## config.mk

```make
export PLATFORM = sky130hd
export DESIGN_NAME = i2c_target
export DESIGN_NICKNAME = d
export VERILOG_FILES = /design/src/rtl/i2c_target.sv
export SDC_FILE = /design/constraint.sdc
export NUM_CORES = 1
export LEC_CHECK = 0
export BUFFER_PORTS_ARGS = -buffer_cell sky130_fd_sc_hd__buf_4
export CORE_ASPECT_RATIO = 2
export CORE_MARGIN = 2
export CORE_UTILIZATION = 25
export CTS_CLUSTER_DIAMETER = 120
export DETAILED_ROUTE_END_ITERATION = 8
export PLACE_DENSITY = 0.4
export SYNTH_ARGS = -nofsm -noshare
export SYNTH_HDL_FRONTEND = slang
export SYNTH_SLANG_ARGS = --single-unit
export TNS_END_PERCENT = 10
```

## constraint.sdc

```tcl
create_clock -name clock -period 3.3 [get_ports clock]
set_input_delay 0.825 -clock clock [delete_from_list [all_inputs] [get_ports clock]]
set_output_delay 0.825 -clock clock [all_outputs]
set_load 0.01 [all_outputs]
```

## src/rtl/i2c_target.sv

```systemverilog
// rtl/i2c_target.sv - I2C target endpoint: 7-bit address match, register pointer, local register bus.
// SCL/SDA are synchronized and glitch-filtered; all bus events are decoded from the filtered lines.
module i2c_target #(
  parameter logic [6:0] DEV_ADDR = 7'h50,
  parameter int         PTR_W    = 8,
  parameter int         FILT     = 3
) (
  input  logic             clock,
  input  logic             reset,
  input  logic             io_scl_i,
  input  logic             io_sda_i,
  output logic             io_sda_o,
  output logic             io_sda_t,
  output logic             io_wr_en,
  output logic [PTR_W-1:0] io_wr_addr,
  output logic [7:0]       io_wr_data,
  output logic [PTR_W-1:0] io_rd_addr,
  input  logic [7:0]       io_rd_data,
  output logic             io_busy,
  output logic             io_addressed,
  output logic             io_nack
);

  localparam int CW = (FILT < 2) ? 1 : $clog2(FILT);

  typedef enum logic [2:0] {
    S_IDLE, S_ADDR, S_PTR, S_WDATA, S_RDATA, S_IGNORE
  } state_t;

  logic          scl_meta_q, scl_sync_q, scl_f_q, scl_p_q;
  logic          sda_meta_q, sda_sync_q, sda_f_q, sda_p_q;
  logic [CW-1:0] scl_cnt_q, sda_cnt_q;

  // A filtered line only flips after FILT consecutive samples disagree with it.
  always_ff @(posedge clock or negedge reset) begin
    if (!reset) begin
      scl_meta_q <= 1'b1;
      scl_sync_q <= 1'b1;
      scl_f_q    <= 1'b1;
      scl_p_q    <= 1'b1;
      scl_cnt_q  <= '0;
      sda_meta_q <= 1'b1;
      sda_sync_q <= 1'b1;
      sda_f_q    <= 1'b1;
      sda_p_q    <= 1'b1;
      sda_cnt_q  <= '0;
    end else begin
      scl_meta_q <= io_scl_i;
      scl_sync_q <= scl_meta_q;
      sda_meta_q <= io_sda_i;
      sda_sync_q <= sda_meta_q;
      scl_p_q    <= scl_f_q;
      sda_p_q    <= sda_f_q;
      if (scl_sync_q == scl_f_q) begin
        scl_cnt_q <= '0;
      end else if (scl_cnt_q == CW'(FILT - 1)) begin
        scl_f_q   <= scl_sync_q;
        scl_cnt_q <= '0;
      end else begin
        scl_cnt_q <= scl_cnt_q + 1'b1;
      end
      if (sda_sync_q == sda_f_q) begin
        sda_cnt_q <= '0;
      end else if (sda_cnt_q == CW'(FILT - 1)) begin
        sda_f_q   <= sda_sync_q;
        sda_cnt_q <= '0;
      end else begin
        sda_cnt_q <= sda_cnt_q + 1'b1;
      end
    end
  end

  logic scl_rise, scl_fall, start_ev, stop_ev;
  assign scl_rise = scl_f_q & ~scl_p_q;
  assign scl_fall = ~scl_f_q & scl_p_q;
  assign start_ev = scl_f_q & scl_p_q & ~sda_f_q & sda_p_q;
  assign stop_ev  = scl_f_q & scl_p_q & sda_f_q & ~sda_p_q;

  state_t           state_q;
  logic [3:0]       bit_cnt_q;
  logic [7:0]       sh_q;
  logic [PTR_W-1:0] ptr_q, wr_addr_q;
  logic [7:0]       wr_data_q;
  logic             rw_q, sda_t_q, busy_q, addressed_q, wr_en_q, nack_q;

  // bit_cnt_q: 0..8 data bits, 9 = acknowledge bit in progress.
  always_ff @(posedge clock or negedge reset) begin
    if (!reset) begin
      state_q     <= S_IDLE;
      bit_cnt_q   <= '0;
      sh_q        <= '0;
      ptr_q       <= '0;
      rw_q        <= 1'b0;
      sda_t_q     <= 1'b1;
      busy_q      <= 1'b0;
      addressed_q <= 1'b0;
      wr_en_q     <= 1'b0;
      wr_addr_q   <= '0;
      wr_data_q   <= '0;
      nack_q      <= 1'b0;
    end else begin
      wr_en_q <= 1'b0;
      nack_q  <= 1'b0;
      if (start_ev) begin
        state_q     <= S_ADDR;
        bit_cnt_q   <= '0;
        sda_t_q     <= 1'b1;
        busy_q      <= 1'b1;
        addressed_q <= 1'b0;
      end else if (stop_ev) begin
        state_q     <= S_IDLE;
        bit_cnt_q   <= '0;
        sda_t_q     <= 1'b1;
        busy_q      <= 1'b0;
        addressed_q <= 1'b0;
      end else begin
        case (state_q)
          S_ADDR, S_PTR, S_WDATA: begin
            if (scl_rise && bit_cnt_q < 4'd8) begin
              sh_q      <= {sh_q[6:0], sda_f_q};
              bit_cnt_q <= bit_cnt_q + 4'd1;
            end else if (scl_fall && bit_cnt_q == 4'd8) begin
              bit_cnt_q <= 4'd9;
              sda_t_q   <= 1'b0;
              if (state_q == S_ADDR) begin
                if (sh_q[7:1] == DEV_ADDR) begin
                  addressed_q <= 1'b1;
                  rw_q        <= sh_q[0];
                end else begin
                  state_q   <= S_IGNORE;
                  sda_t_q   <= 1'b1;
                  bit_cnt_q <= '0;
                end
              end else if (state_q == S_PTR) begin
                ptr_q <= PTR_W'(sh_q);
              end else begin
                wr_en_q   <= 1'b1;
                wr_addr_q <= ptr_q;
                wr_data_q <= sh_q;
                ptr_q     <= ptr_q + 1'b1;
              end
            end else if (scl_fall && bit_cnt_q == 4'd9) begin
              bit_cnt_q <= '0;
              sda_t_q   <= 1'b1;
              if (state_q == S_ADDR && rw_q) begin
                state_q <= S_RDATA;
                sh_q    <= io_rd_data;
                sda_t_q <= io_rd_data[7];
              end else if (state_q == S_ADDR) begin
                state_q <= S_PTR;
              end else begin
                state_q <= S_WDATA;
              end
            end
          end
          S_RDATA: begin
            if (scl_rise) begin
              if (bit_cnt_q < 4'd8) begin
                bit_cnt_q <= bit_cnt_q + 4'd1;
              end else if (bit_cnt_q == 4'd8) begin
                if (!sda_f_q) begin
                  ptr_q     <= ptr_q + 1'b1;
                  bit_cnt_q <= 4'd9;
                end else begin
                  nack_q    <= 1'b1;
                  state_q   <= S_IGNORE;
                  bit_cnt_q <= '0;
                end
              end
            end else if (scl_fall) begin
              if (bit_cnt_q >= 4'd1 && bit_cnt_q <= 4'd7) begin
                sh_q    <= {sh_q[6:0], 1'b0};
                sda_t_q <= sh_q[6];
              end else if (bit_cnt_q == 4'd8) begin
                sda_t_q <= 1'b1;
              end else if (bit_cnt_q == 4'd9) begin
                sh_q      <= io_rd_data;
                sda_t_q   <= io_rd_data[7];
                bit_cnt_q <= '0;
              end
            end
          end
          default: ;
        endcase
      end
    end
  end

  assign io_sda_o     = 1'b0;
  assign io_sda_t     = sda_t_q;
  assign io_wr_en     = wr_en_q;
  assign io_wr_addr   = wr_addr_q;
  assign io_wr_data   = wr_data_q;
  assign io_rd_addr   = ptr_q;
  assign io_busy      = busy_q;
  assign io_addressed = addressed_q;
  assign io_nack      = nack_q;

endmodule

```

==> summary.md <==
| Metric | Value |
|---|---|
| Flip-flop and latch count after synthesis | `57` |
| Critical Path Start Type | `flop` |
| Cells along the critical path | `inv_1 > ha_1 > nor3b_1 > a21oi_1 > a21boi_4 > mux2_2 > mux2_2` |
| # rows | `56` |
| Routed WL | `between 7000 and 8000 um` |
| Critical path capture point type | `flop` |
| Design Power | `3.31 mW` |
| Buffer count from post-CTS setup fixing | `0` |
| Xor and xnor area share after synthesis | `less than 1%` |
| TritonCTS clock tree | `built` |
| CP Class | `reg2reg` |
| Relative contribution of sequential cells to total power | `a little under two fifths` |
| Actual transition at the worst max-transition pin | `~0.75 ns` |
| Avg Synthesized Cell Area | `between 10 and 15 um^2` |
| Area added between synthesis and finish | `24.1%` |
| Internal power contribution | `2.11 mW` |
| Mapped cell area | `2970 um^2` |
| Maximum fanout encountered on the critical timing path | `8` |
| Headroom to the max-slew limit | `50.0%` |
| Top FF cell, synth | `sky130_fd_sc_hd__dfrtp_1` |
| Number of setup violations in the final report | `0` |
| Detailed-route via count | `~2.2k` |
| Die Outline Area | `approximately 13,000 um^2` |
| Leakage power | `~1.6 nW` |
| Switching share of power | `36.3%` |
| Async SR Flop Fraction | `100%` |
| YS warnings | `0` |
| Remaining number of nets flagged by the antenna check after routing | `0` |
| Clk root buf | `sky130_fd_sc_hd__clkbuf_16` |
| Width of the die | `about 80 um` |
| EDFF count, synth | `0` |
| Post-detailed-route DRC marker count | `0` |
| Setup Skew | `0.00799 ns` |
| Total negative slack | `0 ns` |
| First-pass GRT wire length | `12,700 um` |
| Maximum number of pins on one net before global-route repair | `between 50 and 60` |
| Number of buffer cells added on primary ports | `40` |
| Dominant combinational cell family by area after synthesis | `multiplexers` |
| Fin cells | `459` |
| Synth cell types | `56` |
| GRT Max-Usage Layer | `met2` |
| Total track usage | `13.5%` |
| Path type of the worst min-delay path | `reg2reg` |
| GR Overflow Total | `0` |
| Largest delay share family, worst path | `multiplexers` |
| RSZ-0062 raised after global routing | `false` |
| Post-synthesis compound-gate area fraction | `14.4%` |
| Met1 GRT Util | `between 10 and 15%` |
| Deepest level of the CTS H-tree | `3` |
| Relative contribution of combinational cells to total power | `35.1%` |
| Resized Gates After CTS | `0` |
| Number of sinks handled by clock tree synthesis | `57` |
| Cell at the slowest stage of the critical path | `sky130_fd_sc_hd__dfrtp_1` |
| Number of buffers created by CTS | `9` |
| Proportion of synthesized area in mux cells | `about 15%` |
| Highest clock frequency the design can meet | `0.417 GHz` |
| Seq/Total Area, Yosys | `between 40% and 50%` |
| Routability congestion estimate from global placement | `around 0.86` |
| Final Hold Violating Endpoints | `0` |
| Post-Synth Adder-Cell Area | `roughly 3%` |
| Count of final max-slew check failures | `0` |
| Syn_nets | `between 200 and 300` |
| Via density per instance | `a little under 5` |
| Iteration-0 DRC count of the detailed router | `57` |
| Starting utilization of the core area | `between 20 and 30%` |
| Simple-gate portion of the synthesized area | `around 15%` |
| Number of nets in the layout | `~330` |
| DP Cell Count | `between 400 and 500` |
| Cell repeated most along the worst path | `sky130_fd_sc_hd__mux2_2` |
| DPL Wire Length | `between 5000 and 6000 um` |
| Fraction of final layout cells with drive strength greater than 1 | `between 30 and 40%` |
| Final worst path period need | `2.40 ns` |
| Clock edge transition at the registers on the reported setup and hold paths | `0.06 ns` |
| Routed wire per std cell | `between 15 and 20 um` |
| Cell area power density | `between 800 and 900 nW/um^2` |
| Number of antenna violations at the first check in global routing | `0` |
| Run status | `finished clean` |
| Bufs on Longest Clock Path | `2` |
| Number of search-and-repair iterations in the first detailed-routing pass | `4` |
| Die span in y | `between 150 and 200 um` |
| Core region area | `roughly 12,000 um^2` |
| Number of global-route vias before repair | `between 2k and 2.5k` |
| CTS Hold Bufs | `0` |
| Crit path buffers/inverters | `1` |
| Top-level port count | `42` |
| Clock insertion delay at the later pin of the skew report | `between 0.3 and 0.4 ns` |
| Met3 track demand over resource | `roughly 3.5%` |
| Mapped Cells | `approximately 270` |
| Global routing usage on met2 | `~24%` |
| Share of the cycle needed by the critical path after routing | `between 70% and 80%` |
| Required arrival time at the worst endpoint | `between 3 and 4 ns` |
| Fraction of power consumed by the clock network | `27.6%` |
| Worst endpoint data arrival time | `roughly 2.6 ns` |
| Filler cells | `around 1.2k` |
| Count of max-cap constraint violations | `0` |
| Sw Pwr | `approximately 1.2 mW` |
| Antenna Cells | `0` |
| Slowest stage delay, CP | `around 0.44 ns` |
| Worst IR drop on VDD | `approximately 0.34 mV` |
-- per-stage QoR --
| step | worst slack (ns) | instance area (um^2) | hold slack, ns | utilization, % |
|---|---|---|---|---|
| after global placement | 0.894 | 3400 | 0.346 | 29.2 |
| after CTS | 0.865 | 3690 | 0.356 | 31.7 |
| final | 0.899 | 3690 | 0.355 | 31.7 |
| after global routing | 0.735 | 3690 | 0.362 | 31.7 |
| after floorplan | 1.15 | 2970 | 0.345 | - |
| after detailed placement | 0.881 | 3400 | 0.349 | 29.2 |
-- path summary, 6_finish.rpt --
check                        startpoint  slack [ns]             to  depth (start not counted)
max                        bit_cnt_q[0]        0.90        sh_q[4]                          7
min reg2reg                  sda_meta_q        0.35     sda_sync_q                          0
max in group asynchronous         reset        2.23  io_wr_data[2]                          1
min in group asynchronous         reset        0.56        io_busy                          1
min                          sda_meta_q        0.35     sda_sync_q                          0
max reg2reg                bit_cnt_q[0]        0.90        sh_q[4]                          7
-- worst register-to-register path, stage by stage (launching register included) --
cell,delay [ns]
sky130_fd_sc_hd__dfrtp_1,0.44
sky130_fd_sc_hd__inv_1,0.07
sky130_fd_sc_hd__ha_1,0.30
sky130_fd_sc_hd__nor3b_1,0.22
sky130_fd_sc_hd__a21oi_1,0.25
sky130_fd_sc_hd__a21boi_4,0.36
sky130_fd_sc_hd__mux2_2,0.39
sky130_fd_sc_hd__mux2_2,0.26
-- per-layer routing --
| metal | part of all wire, % | wire length (um) | vias to the layer above |
|---|---|---|---|
| li1 | - | - | 1063 |
| met1 | 37 | 2910 | 1095 |
| met2 | 56 | 4400 | 39 |
| met3 | 3.3 | 255 | 21 |
| met4 | 3.5 | 277 | 0 |
| met5 | 0 | 0 | - |
-- Yosys cell counts (all sizes together), types with 3 or more instances --
master / instances / area share [%]
nor3b: 7 / 2.1
nor2: 14 / 1.8
nor2b: 3 / 0.63
nand2: 17 / 2.1
nor3: 7 / 1.6
nand3: 11 / 1.9
a21oi: 16 / 2.7
ha: 7 / 2.9
inv: 13 / 1.6
mux2i: 3 / 1.0
o22a: 5 / 1.5
dfstp: 9 / 8.0
clkbuf: 5 / 0.63
or3: 3 / 0.63
mux2: 36 / 14
o21ai: 13 / 2.2
dfrtp: 48 / 40
o211ai: 3 / 0.76
buf: 7 / 1.8
-- layout make-up --
class                      instances  area, um^2  share of cell area, %
clock buffer                      13         250                   6.79
sequential                        57        1440                   39.0
clock inverter                     3        40.0                   1.09
inverter                          13        48.8                   1.32
timing repair buffer              42         315                   8.55
multi-input combinational        186        1410                   38.3
tap                              145         181                   4.92
-- cells in the final DEF, fill, tap and decap left out, types with 3 or more instances in the layout --
master                      instances
sky130_fd_sc_hd__o21ai_0           12
sky130_fd_sc_hd__nor3b_1            5
sky130_fd_sc_hd__o22a_1             5
sky130_fd_sc_hd__inv_1             13
sky130_fd_sc_hd__nor2b_1            3
sky130_fd_sc_hd__ha_1               7
sky130_fd_sc_hd__nor3_1             6
sky130_fd_sc_hd__clkbuf_16          9
sky130_fd_sc_hd__nand3_1           11
sky130_fd_sc_hd__nand2_1           17
sky130_fd_sc_hd__nor2_1            14
sky130_fd_sc_hd__or3_1              3
sky130_fd_sc_hd__clkbuf_1           3
sky130_fd_sc_hd__dfrtp_1           48
sky130_fd_sc_hd__mux2_2            36
sky130_fd_sc_hd__a21oi_1           16
sky130_fd_sc_hd__dfstp_2            9
sky130_fd_sc_hd__buf_4             42
sky130_fd_sc_hd__mux2i_1            3
sky130_fd_sc_hd__o211ai_1           3
-- power groups by stage --
stage	sequential, mW	combinational [mW]	clock (mW)
after detailed placement	1.25	1.17	0
final	1.23	1.16	0.914
after floorplan	1.14	0.852	0
after global routing	1.28	1.29	0.973
after global placement	1.25	1.17	0
after CTS	1.24	1.18	0.945
-- state kept, by name, summed over array words and instances (netlist names), 2 cells and up --
register,cells
io_rd_addr,8
io_wr_addr,8
io_wr_data,8
sh_q,8
bit_cnt_q,4
state_q,3
scl_cnt_q,2
sda_cnt_q,2
-- cell families (layout without fill, tap and decap cells) --
group | count (synthesis) | count (layout)
buffers and inverters | 25 | 71
XOR/XNOR | 3 | 3
AND/OR/NAND/NOR | 76 | 76
AO/OA/AOI/OAI | 60 | 60
flip-flops | 57 | 57
multiplexers | 39 | 39
adder cells (fa/ha/maj) | 7 | 7
other | 1 | 1
(Power assumes the default switching activity.)
